--- config.mk ---
export PLATFORM = sky130hd
export DESIGN_NAME = parallax_layers
export DESIGN_NICKNAME = d
export VERILOG_FILES = /design/src/rtl/parallax_layers.sv
export SDC_FILE = /design/constraint.sdc
export NUM_CORES = 1
export LEC_CHECK = 0
export ABC_AREA = 1
export CAP_MARGIN = 20
export CORE_UTILIZATION = 30
export DETAILED_ROUTE_END_ITERATION = 8
export HOLD_SLACK_MARGIN = 0.12
export MAX_ROUTING_LAYER = met4
export SLEW_MARGIN = 20
export SYNTH_ARGS = -nofsm -noshare
export SYNTH_HDL_FRONTEND = slang
export SYNTH_SLANG_ARGS = --single-unit
--- constraint.sdc ---
create_clock -name clk -period 4.8 [get_ports clk]
set_clock_uncertainty 0.15 [all_clocks]
set_input_delay 1.44 -clock clk [delete_from_list [all_inputs] [get_ports clk]]
set_output_delay 1.44 -clock clk [all_outputs]
set_load 0.02 [all_outputs]
--- src/rtl/parallax_layers.sv ---
// Procedural parallax background: LFSR star layers plus random-walk mountain
// silhouettes in a square area, with colour and syncs re-timed by one cycle.
module parallax_layers #(
  parameter int                          AREA_LOG2    = 8,
  parameter int                          STAR_LAYERS  = 3,
  parameter int                          MOUNT_LAYERS = 2,
  parameter int                          RGB_W        = 3,
  parameter int                          STAR_DENSITY = 9,
  parameter logic [MOUNT_LAYERS*10-1:0]  MOUNT_BASE   = {10'd180, 10'd200},
  parameter logic [7:0]                  MOUNT_SEED   = 8'h60
) (
  input  logic                                clk,
  input  logic                                reset,
  input  logic [9:0]                          hpos,
  input  logic [9:0]                          vpos,
  input  logic                                display_on,
  input  logic                                hsync_in,
  input  logic                                vsync_in,
  input  logic                                pause,
  input  logic [STAR_LAYERS+MOUNT_LAYERS-1:0] layer_en,
  output logic [RGB_W-1:0]                    rgb,
  output logic                                hsync,
  output logic                                vsync,
  output logic [4:0]                          frame
);

  localparam int SUM_W   = RGB_W + 3;
  localparam int RGB_MAX = (1 << RGB_W) - 1;

  function automatic logic [15:0] lfsr16_step(input logic [15:0] x);
    return (x >> 1) ^ (x[0] ? 16'hB400 : 16'h0000);
  endfunction

  function automatic logic [7:0] lfsr8_step(input logic [7:0] x);
    return (x >> 1) ^ (x[0] ? 8'hB8 : 8'h00);
  endfunction

  function automatic logic [15:0] star_seed(input int k);
    case (k)
      0:       return 16'hACE1;
      1:       return 16'h6237;
      2:       return 16'h3137;
      default: return 16'h1F1F;
    endcase
  endfunction

  logic [15:0]      star_q     [STAR_LAYERS];
  logic [15:0]      star_d     [STAR_LAYERS];
  logic [9:0]       mh_seed_q  [MOUNT_LAYERS];
  logic [9:0]       mh_seed_d  [MOUNT_LAYERS];
  logic [7:0]       ml_seed_q  [MOUNT_LAYERS];
  logic [7:0]       ml_seed_d  [MOUNT_LAYERS];
  logic [9:0]       mh_work_q  [MOUNT_LAYERS];
  logic [9:0]       mh_work_d  [MOUNT_LAYERS];
  logic [7:0]       ml_work_q  [MOUNT_LAYERS];
  logic [7:0]       ml_work_d  [MOUNT_LAYERS];
  logic [9:0]       h_cur      [MOUNT_LAYERS];
  logic [7:0]       l_cur      [MOUNT_LAYERS];
  logic [4:0]       frame_q, frame_d;
  logic [RGB_W-1:0] rgb_q, rgb_d;
  logic             hsync_q, vsync_q;
  logic [SUM_W-1:0] sum;

  logic in_area, line_start, frame_start;
  assign in_area     = (hpos[9:AREA_LOG2] == '0) && (vpos[9:AREA_LOG2] == '0);
  assign line_start  = (hpos == 10'd0);
  assign frame_start = line_start && (vpos == 10'd0);
  assign frame_d     = frame_start ? frame_q + 5'd1 : frame_q;

  // NOTE: every signal written here gets its default before any condition,
  // so no path leaves it unassigned and no latch is inferred.
  always_comb begin
    sum = '0;
    for (int k = 0; k < STAR_LAYERS; k++) begin
      star_d[k] = star_q[k];
      if (in_area && (hpos & 10'((1 << k) - 1)) == 10'd0)
        star_d[k] = lfsr16_step(star_q[k]);
      if (in_area && layer_en[k] &&
          star_q[k][15 -: STAR_DENSITY] == {STAR_DENSITY{1'b1}})
        sum = sum + SUM_W'(star_q[k][2:0]);
    end

    for (int m = 0; m < MOUNT_LAYERS; m++) begin
      // Column 0 walks from the seed pair, later columns from the working pair.
      h_cur[m]     = line_start ? mh_seed_q[m] : mh_work_q[m];
      l_cur[m]     = line_start ? ml_seed_q[m] : ml_work_q[m];
      mh_work_d[m] = mh_work_q[m];
      ml_work_d[m] = ml_work_q[m];
      mh_seed_d[m] = mh_seed_q[m];
      ml_seed_d[m] = ml_seed_q[m];

      if (in_area) begin
        mh_work_d[m] = l_cur[m][0] ? h_cur[m] + 10'd1 : h_cur[m] - 10'd1;
        ml_work_d[m] = lfsr8_step(l_cur[m]);
      end else if (line_start) begin
        mh_work_d[m] = mh_seed_q[m];
        ml_work_d[m] = ml_seed_q[m];
      end

      // Layer m scrolls once every 2^m frames.
      if (frame_start && !pause && (frame_q & 5'((1 << m) - 1)) == 5'd0) begin
        mh_seed_d[m] = ml_seed_q[m][0] ? mh_seed_q[m] + 10'd1 : mh_seed_q[m] - 10'd1;
        ml_seed_d[m] = lfsr8_step(ml_seed_q[m]);
      end

      if (in_area && layer_en[STAR_LAYERS+m] && h_cur[m] < vpos)
        sum = sum + SUM_W'(2 << m);
    end
  end

  assign rgb_d = !display_on                 ? '0 :
                 (sum > SUM_W'(RGB_MAX))     ? '1 : sum[RGB_W-1:0];

  // NOTE: state registers use non-blocking assignments so every register
  // samples the pre-edge values, independent of statement order.
  always_ff @(posedge clk or negedge reset) begin
    if (!reset) begin
      rgb_q   <= '0;
      hsync_q <= 1'b0;
      vsync_q <= 1'b0;
      frame_q <= '0;
      for (int k = 0; k < STAR_LAYERS; k++) star_q[k] <= star_seed(k);
      for (int m = 0; m < MOUNT_LAYERS; m++) begin
        mh_seed_q[m] <= MOUNT_BASE[m*10 +: 10];
        mh_work_q[m] <= MOUNT_BASE[m*10 +: 10];
        ml_seed_q[m] <= MOUNT_SEED;
        ml_work_q[m] <= MOUNT_SEED;
      end
    end else begin
      rgb_q   <= rgb_d;
      hsync_q <= hsync_in;
      vsync_q <= vsync_in;
      frame_q <= frame_d;
      for (int k = 0; k < STAR_LAYERS; k++) star_q[k] <= star_d[k];
      for (int m = 0; m < MOUNT_LAYERS; m++) begin
        mh_seed_q[m] <= mh_seed_d[m];
        mh_work_q[m] <= mh_work_d[m];
        ml_seed_q[m] <= ml_seed_d[m];
        ml_work_q[m] <= ml_work_d[m];
      end
    end
  end

  assign rgb   = rgb_q;
  assign hsync = hsync_q;
  assign vsync = vsync_q;
  assign frame = frame_q;

endmodule

==> results of run 1 <==
## how the worst max path moves through the flow
stage                        from      to  slack, ns  cells past startpoint
after floorplan           hpos[8]  rgb[1]      -0.39                     26
after global placement    vpos[9]  rgb[1]      -1.06                     27
after detailed placement  vpos[9]  rgb[2]      -1.13                     27
after CTS                 vpos[8]  rgb[0]      -0.32                     27
after global routing      vpos[9]  rgb[0]      -0.38                     29
final                     vpos[9]  rgb[0]      -0.24                     28
## power groups by stage
| stage | sequential, mW | clock (mW) | combinational, mW |
|---|---|---|---|
| detailed placement | 1.50 | 0 | 1.77 |
| floorplan | 1.48 | 0 | 1.13 |
| finish | 1.49 | 1.31 | 1.79 |
| global placement | 1.50 | 0 | 1.73 |
| CTS | 1.49 | 1.35 | 1.79 |
| global route | 1.52 | 1.40 | 2.06 |
## flip-flops by register name, indices dropped and copies added (netlist names)
name       cells
frame          5
hsync          1
mh_seed_q     20
mh_work_q     20
ml_seed_q     16
ml_work_q     16
rgb            3
star_q        48
vsync          1
## what timing repair did
item | in CTS | in global routing
setup endpoints to repair | 3 | 5
cloned | 0 | 0
buffers inserted | 13 | 3
pin swaps | 22 | 22
gates resized for setup | 26 | 31
## Yosys cell counts
cell,count,share of area (%)
sky130_fd_sc_hd__nand2_1,288,14
sky130_fd_sc_hd__o21ai_0,109,6.8
sky130_fd_sc_hd__inv_1,103,4.8
sky130_fd_sc_hd__dfrtp_1,84,26
sky130_fd_sc_hd__nor2_1,72,3.4
sky130_fd_sc_hd__ha_1,59,9.2
sky130_fd_sc_hd__dfstp_2,46,15
sky130_fd_sc_hd__nand3_1,39,2.4
sky130_fd_sc_hd__a21oi_1,37,2.3
sky130_fd_sc_hd__xor2_1,30,3.3
sky130_fd_sc_hd__clkbuf_1,20,0.94
sky130_fd_sc_hd__xnor2_1,16,1.8
sky130_fd_sc_hd__nand4_1,14,1.1
sky130_fd_sc_hd__mux2i_1,7,0.88
sky130_fd_sc_hd__a221oi_1,6,0.66
sky130_fd_sc_hd__fa_1,6,1.5
sky130_fd_sc_hd__nor2_4,6,0.85
sky130_fd_sc_hd__o21ai_1,6,0.38
sky130_fd_sc_hd__nor2_2,5,0.39
sky130_fd_sc_hd__buf_2,4,0.25
sky130_fd_sc_hd__inv_2,4,0.19
sky130_fd_sc_hd__nand2_2,4,0.31
sky130_fd_sc_hd__nand3b_1,4,0.38
sky130_fd_sc_hd__o21bai_1,3,0.28
sky130_fd_sc_hd__or2_2,3,0.23
sky130_fd_sc_hd__a21boi_0,2,0.19
sky130_fd_sc_hd__a31oi_1,2,0.16
sky130_fd_sc_hd__buf_1,2,0.094
sky130_fd_sc_hd__clkinv_1,2,0.094
sky130_fd_sc_hd__nand2_4,2,0.28
sky130_fd_sc_hd__nand3_2,2,0.25
sky130_fd_sc_hd__nor3_1,2,0.13
sky130_fd_sc_hd__o2111ai_1,2,0.22
sky130_fd_sc_hd__o31ai_1,2,0.19
sky130_fd_sc_hd__a211oi_1,1,0.094
sky130_fd_sc_hd__a21oi_2,1,0.11
sky130_fd_sc_hd__a22o_1,1,0.11
sky130_fd_sc_hd__and2_1,1,0.078
sky130_fd_sc_hd__mux2_2,1,0.14
sky130_fd_sc_hd__o21a_1,1,0.094
sky130_fd_sc_hd__o21ai_2,1,0.11
sky130_fd_sc_hd__o221ai_1,1,0.11
sky130_fd_sc_hd__or2_0,1,0.078
sky130_fd_sc_hd__or2_1,1,0.078
sky130_fd_sc_hd__or3_1,1,0.078
## area by class of cell
class / instances / area (sq um) / share of cell area (%)
flip-flops and latches: 130 / 3311 / 32.19
clock inverters: 14 / 155.1 / 1.509
well taps: 335 / 419.2 / 4.076
clock buffers: 18 / 439.2 / 4.271
repair buffers: 146 / 1197 / 11.64
inverters: 109 / 411.6 / 4.003
multi-input cells: 739 / 4350 / 42.30
## layer usage
metal / share of wire, % / routed length, um / GRT usage, %
met3: 3.7 / 690 / 3.297
met4: 1.0 / 191 / 3.837
met5: 0 / 0 / -
met2: 46 / 8778 / 24.40
met1: 49 / 9224 / 19.11
## kinds of logic (layout without fill, tap and decap cells)
| kind of cell | Yosys count | after routing |
|---|---|---|
| compound gates | 175 | 175 |
| xor+xnor | 46 | 46 |
| fa+ha+maj | 65 | 65 |
| buf+inv | 135 | 287 |
| flops | 130 | 130 |
| mux | 8 | 8 |
| simple gates | 445 | 445 |
## worst register-to-register path: cells and delay by family (launching register included)
kind / cells / cell delay (ns)
AND/OR/NAND/NOR: 12 / 1.27
adder cells (fa/ha/maj): 3 / 1.05
buffers and inverters: 9 / 0.89
flip-flops: 1 / 0.56
AO/OA/AOI/OAI: 3 / 0.31
XOR/XNOR: 1 / 0.17
## stage by stage
stage	area [sq um]	std cells	utilization, %	hold WS, ns	total power [mW]
after floorplan	8036	1004	-	0.2916	2.609
after global placement	9439	1443	36.12	0.3021	3.236
after detailed placement	9439	1443	36.12	0.3047	3.279
after CTS	10150	1488	38.83	0.3126	4.634
after global routing	10280	1491	39.35	0.3233	4.975
final	10280	1491	39.35	0.3135	4.593
==> metrics.txt, run 1 <==
# TYPE chip_impl_metric gauge
chip_impl_metric{name="finalHoldViolCount",unit=""} 0
chip_impl_metric{name="p_int",unit="mW"} 3.036
chip_impl_metric{name="antenna_violating_nets_post_route",unit=""} 0
chip_impl_metric{name="floorplan.die.height",unit="um"} 165.3
chip_impl_metric{name="required",unit="ns"} 4.96
chip_impl_metric{name="worst_slack",unit="ns"} -0.2446
chip_impl_info{name="rsz0062_at_grt",value="true"} 1
chip_impl_info{name="clock_tree_from_tritoncts",value="built"} 1
chip_impl_metric{name="grt_first_pass_wirelength",unit="um"} 31460
chip_impl_metric{name="critical-path-max-stage-delay",unit="ns"} 0.52
chip_impl_info{name="ctsRootBufferMaster",value="sky130_fd_sc_hd__clkbuf_16"} 1
chip_impl_metric{name="cts_buffers",unit=""} 17
chip_impl_metric{name="flow.area_growth_from_synthesis",unit="%"} 28.62
chip_impl_info{name="hold_path.class",value="register to register"} 1
chip_impl_info{name="r2r_start",value="star_q[43]"} 1
chip_impl_info{name="synth_top_family_by_area",value="simple AND/OR/NAND/NOR gates"} 1
chip_impl_metric{name="yosysSeqAreaShare",unit="%"} 41.41
chip_impl_metric{name="worst_setup_hold_path_clk_slew",unit="ns"} 0.06
chip_impl_metric{name="route.vias.total",unit=""} 6842
chip_impl_metric{name="crit_path_max_fanout",unit=""} 3
chip_impl_info{name="worst_setup_path_start_kind",value="input pin"} 1
chip_impl_metric{name="yosysWarnings",unit=""} 0
chip_impl_metric{name="timing.fmax",unit="MHz"} 198.2
chip_impl_metric{name="rows",unit=""} 59
chip_impl_metric{name="ios",unit=""} 41
chip_impl_metric{name="clock-sinks",unit=""} 130
chip_impl_metric{name="ys_types",unit=""} 45
chip_impl_info{name="crit_path_top_delay_cell",value="sky130_fd_sc_hd__fa_2"} 1
chip_impl_metric{name="totalWireLength",unit="um"} 18890
chip_impl_metric{name="clock_insertion_delay_worst_skew",unit="ns"} 0.42
chip_impl_metric{name="drv_slew",unit=""} 0
chip_impl_metric{name="synth.net_count",unit=""} 1100
chip_impl_metric{name="cts-hold-fix-buffers",unit=""} 0
chip_impl_metric{name="critical_path_buffer_and_inverter_count",unit=""} 10
chip_impl_info{name="violated_checks",value="DRC, setup timing"} 1
chip_impl_metric{name="drt-vias-per-instance",unit=""} 4.589
chip_impl_metric{name="synthesis.area_per_instance",unit="sq um"} 7.963
chip_impl_metric{name="worst_slew_margin_rel",unit="%"} 46.59
chip_impl_metric{name="timing.final.crit_share",unit="%"} 105.1
chip_impl_info{name="layout.cells.most_common",value="sky130_fd_sc_hd__nand2_1"} 1
chip_impl_metric{name="synthCells",unit=""} 1004
chip_impl_metric{name="pin_count_of_the_biggest_net_entering_global_routing",unit=""} 70
chip_impl_metric{name="power_switching",unit="mW"} 1.557
chip_impl_metric{name="cellLeakagePower",unit="nW"} 4.990
chip_impl_metric{name="groute.usage.overall",unit="%"} 15.11
chip_impl_metric{name="final_layout_size_suffix_gt1_share",unit="%"} 21.54
chip_impl_metric{name="clockPowerShare",unit="%"} 28.6
chip_impl_metric{name="comb_power_share",unit="%"} 38.9
chip_impl_metric{name="sw_frac_of_total",unit="%"} 33.91
chip_impl_metric{name="fillers",unit=""} 2668
chip_impl_metric{name="accumulated_negative_setup_slack",unit="ns"} -0.7171
chip_impl_info{name="crit_type",value="input pin to register"} 1
chip_impl_metric{name="globalRoute.totalOverflow",unit=""} 0
chip_impl_metric{name="number_of_global_route_vias_before_repair",unit=""} 6589
chip_impl_metric{name="synth-simple-area-share",unit="%"} 23.57
chip_impl_metric{name="placement.setup.worst_slack",unit="ns"} -1.129
chip_impl_metric{name="drt_first_iter_violations",unit=""} 452
chip_impl_metric{name="start_util",unit="%"} 30.59
chip_impl_metric{name="layout_nets",unit=""} 1239
chip_impl_metric{name="antenna_found_initial",unit=""} 0
chip_impl_metric{name="min_delay_path_depth",unit=""} 2
chip_impl_metric{name="wl_per_cell",unit="um"} 12.67
chip_impl_info{name="run_status",value="finished, violations left"} 1
chip_impl_metric{name="cap_viol_max_count",unit=""} 0
chip_impl_metric{name="peak_supply_drop",unit="mV"} 0.2920
chip_impl_info{name="crit_family",value="simple AND/OR/NAND/NOR gates"} 1
chip_impl_metric{name="drt_pre_antenna_iters",unit=""} 7
chip_impl_metric{name="worstPathArrival",unit="ns"} 5.20
chip_impl_metric{name="worstRegToRegCells",unit=""} 28
chip_impl_metric{name="core_area",unit="sq um"} 26130
chip_impl_metric{name="port_buffers",unit=""} 40
chip_impl_metric{name="mappedNetlistArea",unit="sq um"} 7995
chip_impl_metric{name="finalSetupViolations",unit=""} 3
chip_impl_metric{name="place_congestion",unit=""} 0.8647
chip_impl_metric{name="drt_drc_violations_left",unit=""} 8
chip_impl_metric{name="synth.mux.area_fraction",unit="%"} 1.017
chip_impl_metric{name="num_antenna_cells",unit=""} 0
chip_impl_info{name="timing.hold.worst.start",value="star_q[4]"} 1
chip_impl_info{name="worstHoldEndpoint",value="star_q[4]"} 1
chip_impl_metric{name="power-per-cell-area",unit="nW/um^2"} 446.6
chip_impl_metric{name="finalWorstPathRequiredPeriod",unit="ns"} 5.045
chip_impl_info{name="r2r_end",value="rgb[0]"} 1
chip_impl_metric{name="htreeDepth",unit=""} 4
chip_impl_info{name="endpoint_kind",value="register"} 1
chip_impl_metric{name="worstMarginPinSlew",unit="ns"} 0.8011
chip_impl_metric{name="hpwlAfterDp",unit="um"} 13250
chip_impl_info{name="layout.cells.most_common_list",value="283 x sky130_fd_sc_hd__nand2_1, 106 x sky130_fd_sc_hd__o21ai_0, 106 x sky130_fd_sc_hd__buf_4"} 1
chip_impl_metric{name="synth-xor-area-share",unit="%"} 5.039
chip_impl_metric{name="fp.dieArea",unit="sq um"} 27310
chip_impl_metric{name="dieWidth",unit="um"} 165.3
chip_impl_metric{name="clock_tree.buffer_depth",unit=""} 2
chip_impl_metric{name="reg2reg_setup_slack",unit="ns"} 0.32
chip_impl_metric{name="p_seq_share",unit="%"} 32.5
chip_impl_metric{name="synth.ff_latch_count",unit=""} 130
chip_impl_metric{name="area_fraction_in_compound_gates_after_synthesis",unit="%"} 11.83
chip_impl_info{name="cpMostUsedCell",value="sky130_fd_sc_hd__buf_4"} 1
chip_impl_metric{name="yosys.area_share.adder",unit="%"} 10.74
No activity file was read; power rests on OpenSTA's default activity.
==> run 2, diff against run 1 <==
--- a/config.mk
+++ b/config.mk
@@ -11,6 +11,7 @@
 export DETAILED_ROUTE_END_ITERATION = 8
 export HOLD_SLACK_MARGIN = 0.12
 export MAX_ROUTING_LAYER = met4
+export PLACE_DENSITY = 0.57
 export SLEW_MARGIN = 20
 export SYNTH_ARGS = -nofsm -noshare
 export SYNTH_HDL_FRONTEND = slang
==> constraint.sdc (replaced) <==
create_clock -name clk -period 5.6 [get_ports clk]
set_clock_uncertainty 0.15 [all_clocks]
set_input_delay 1.68 -clock clk [delete_from_list [all_inputs] [get_ports clk]]
set_output_delay 1.68 -clock clk [all_outputs]
set_load 0.02 [all_outputs]
==> run 2 against run 1 <==
  * The flow now finishes without violations
  * Die area unchanged
  * Flip-flop and latch count unchanged
  * Count of clock-buffer cells in the layout unchanged
  * Largest cell class unchanged
  * Hold slack got worse by 0.0024 ns
  * Total power decreased by 20%
  * Final area decreased by 5.5%
  * Critical path type unchanged
  * Global-route usage decreased by 0.53 points
  * Setup slack improved by 0.39 ns
==> metrics.txt, run 2 (synthesis results as in run 1) <==
# TYPE chip_impl_metric gauge
chip_impl_info{name="run_status",value="finished clean"} 1
chip_impl_metric{name="worstMarginPinSlew",unit="ns"} 0.9357
chip_impl_metric{name="wl_per_cell",unit="um"} 12.44
chip_impl_metric{name="fp.dieArea",unit="sq um"} 27310
chip_impl_metric{name="htreeDepth",unit=""} 4
chip_impl_metric{name="core_area",unit="sq um"} 26130
chip_impl_metric{name="antenna_violating_nets_post_route",unit=""} 0
chip_impl_metric{name="worstRegToRegCells",unit=""} 27
chip_impl_metric{name="max_ffs_per_register",unit=""} 48
chip_impl_metric{name="power-per-cell-area",unit="nW/um^2"} 378.6
chip_impl_metric{name="worst_setup_hold_path_clk_slew",unit="ns"} 0.06
chip_impl_info{name="max_flop_register",value="star_q"} 1
chip_impl_metric{name="critical-path-max-stage-delay",unit="ns"} 0.54
chip_impl_info{name="ctsRootBufferMaster",value="sky130_fd_sc_hd__clkbuf_16"} 1
chip_impl_metric{name="num_antenna_cells",unit=""} 0
chip_impl_metric{name="cts_buffers",unit=""} 17
chip_impl_metric{name="flow.area_growth_from_synthesis",unit="%"} 21.61
chip_impl_metric{name="place_congestion",unit=""} 0.8226
chip_impl_metric{name="finalSetupViolations",unit=""} 0
chip_impl_metric{name="clock-sinks",unit=""} 130
chip_impl_metric{name="port_buffers",unit=""} 40
chip_impl_metric{name="rows",unit=""} 59
chip_impl_metric{name="pin_count_of_the_biggest_net_entering_global_routing",unit=""} 103
chip_impl_metric{name="peak_supply_drop",unit="mV"} 0.2018
chip_impl_metric{name="finalHoldViolCount",unit=""} 0
chip_impl_metric{name="globalRoute.totalOverflow",unit=""} 0
chip_impl_metric{name="drv_slew",unit=""} 0
chip_impl_metric{name="layout_nets",unit=""} 1174
chip_impl_metric{name="cellLeakagePower",unit="nW"} 4.687
chip_impl_metric{name="finalNonFillerCells",unit=""} 1426
chip_impl_info{name="cpMostUsedCell",value="sky130_fd_sc_hd__nor2_4"} 1
chip_impl_metric{name="final_layout_size_suffix_gt1_share",unit="%"} 15.31
chip_impl_metric{name="timing.fmax",unit="MHz"} 183.4
chip_impl_metric{name="accumulated_negative_setup_slack",unit="ns"} 0
chip_impl_metric{name="ios",unit=""} 41
chip_impl_metric{name="clock_tree.buffer_depth",unit=""} 2
chip_impl_metric{name="fillers",unit=""} 2739
chip_impl_info{name="layout.cells.most_common",value="sky130_fd_sc_hd__nand2_1"} 1
chip_impl_metric{name="floorplan.die.height",unit="um"} 165.3
chip_impl_metric{name="timing.final.crit_share",unit="%"} 97.35
chip_impl_info{name="clock_tree_from_tritoncts",value="built"} 1
chip_impl_info{name="crit_path_top_delay_cell",value="sky130_fd_sc_hd__fa_2"} 1
chip_impl_metric{name="placed_cells_incl_taps",unit=""} 1389
chip_impl_metric{name="worstPathArrival",unit="ns"} 5.61
chip_impl_metric{name="route.vias.total",unit=""} 6520
chip_impl_metric{name="required",unit="ns"} 5.76
chip_impl_info{name="endpoint_kind",value="register"} 1
chip_impl_metric{name="drt_first_iter_violations",unit=""} 369
chip_impl_metric{name="cap_viol_max_count",unit=""} 0
chip_impl_metric{name="drt_pre_antenna_iters",unit=""} 7
chip_impl_metric{name="number_of_global_route_vias_before_repair",unit=""} 6369
chip_impl_metric{name="dieWidth",unit="um"} 165.3
chip_impl_info{name="layout.cells.most_common_list",value="285 x sky130_fd_sc_hd__nand2_1, 109 x sky130_fd_sc_hd__o21ai_0, 101 x sky130_fd_sc_hd__inv_1"} 1
chip_impl_metric{name="reg2reg_setup_slack",unit="ns"} 1.10
chip_impl_metric{name="drt-vias-per-instance",unit=""} 4.572
chip_impl_info{name="reg.largest.list",value="star_q (48), mh_seed_q (20), mh_work_q (20)"} 1
chip_impl_info{name="hold_path.class",value="register to register"} 1
chip_impl_metric{name="drt_drc_violations_left",unit=""} 0
chip_impl_metric{name="start_util",unit="%"} 30.59
chip_impl_metric{name="cts-hold-fix-buffers",unit=""} 0
chip_impl_metric{name="crit_path_max_fanout",unit=""} 3
chip_impl_metric{name="totalWireLength",unit="um"} 17750
chip_impl_metric{name="min_delay_path_depth",unit=""} 2
chip_impl_metric{name="groute.usage.overall",unit="%"} 14.59
chip_impl_metric{name="worst_slew_margin_rel",unit="%"} 37.62
chip_impl_info{name="crit_type",value="input pin to register"} 1
chip_impl_metric{name="antenna_found_initial",unit=""} 0
chip_impl_metric{name="finalWorstPathRequiredPeriod",unit="ns"} 5.452
chip_impl_metric{name="hpwlAfterDp",unit="um"} 12750
chip_impl_metric{name="clock_insertion_delay_worst_skew",unit="ns"} 0.42
chip_impl_metric{name="grt_first_pass_wirelength",unit="um"} 30490
chip_impl_info{name="worst_setup_path_start_kind",value="input pin"} 1
chip_impl_metric{name="post-route-util",unit="%"} 37.21
-- run 2: cell count changes in the layout (fill, tap and decap cells not counted), sizes merged --
cell,previous run,this run
buf,112,42
bufinv,2,3
clkbuf,18,19
clkdlybuf4s15,0,1
clkinv,9,7
dlygate4sd2,0,3
inv,110,111
-- run 2: stage by stage --
| step | cell area [sq um] | total power [mW] | setup slack, ns | hold WS, ns |
|---|---|---|---|---|
| 3_3_place_gp | 8994 | 2.499 | -0.6989 | 0.3018 |
| 2_1_floorplan | 8005 | 2.236 | 0.005460 | 0.2916 |
| 4_1_cts | 9620 | 3.726 | 0.04615 | 0.3144 |
| 5_1_grt | 9723 | 3.982 | -0.01933 | 0.3337 |
| 6_report | 9723 | 3.682 | 0.1484 | 0.3111 |
| 3_5_place_dp | 8994 | 2.525 | -0.7639 | 0.3048 |
-- run 2: worst paths after layout --
check / start / endpoint
min: star_q[21] / star_q[21]
max in group asynchronous: reset / mh_work_q[16]
max reg2reg: star_q[43] / rgb[2]
max: hpos[9] / rgb[2]
min in group asynchronous: reset / star_q[9]
min reg2reg: star_q[21] / star_q[21]
-- run 2: final cells by class --
cell class	count	area (sq um)	area share (%)
multi-input cells	739	4268	43.89
flip-flops and latches	130	3311	34.05
repair buffers	81	700.7	7.206
clock buffers	18	439.2	4.517
well taps	335	419.2	4.311
inverters	109	409.1	4.208
clock inverters	14	176.4	1.814
-- run 2: metal layers --
metal | vias to the layer above | global-route usage (%) | routed length, um
li1 | 3416 | - | -
met1 | 3033 | 17.69 | 8229
met2 | 56 | 24.69 | 8939
met3 | 15 | 2.123 | 352
met4 | 0 | 5.004 | 223
met5 | - | - | 0
-- run 2: timing repair --
action                     in CTS  in global routing
setup endpoints to repair       3                  3
pin swaps                       7                 12
buffers inserted                1                  4
gates resized for setup         9                 22
gates cloned                    0                  0
-- run 2: worst max-delay path, delay by kind of cell --
family	cells	cell delay, ns
simple gates	13	1.44
buf+inv	6	0.49
xor+xnor	1	0.16
fa+ha+maj	5	1.59
compound gates	2	0.21
-- run 2: power by group --
group	total, mW	switching (mW)	internal, mW
registers	1.28	0.0989	1.18
clock network	1.16	0.445	0.718
logic	1.24	0.715	0.523
total	3.68	1.26	2.42
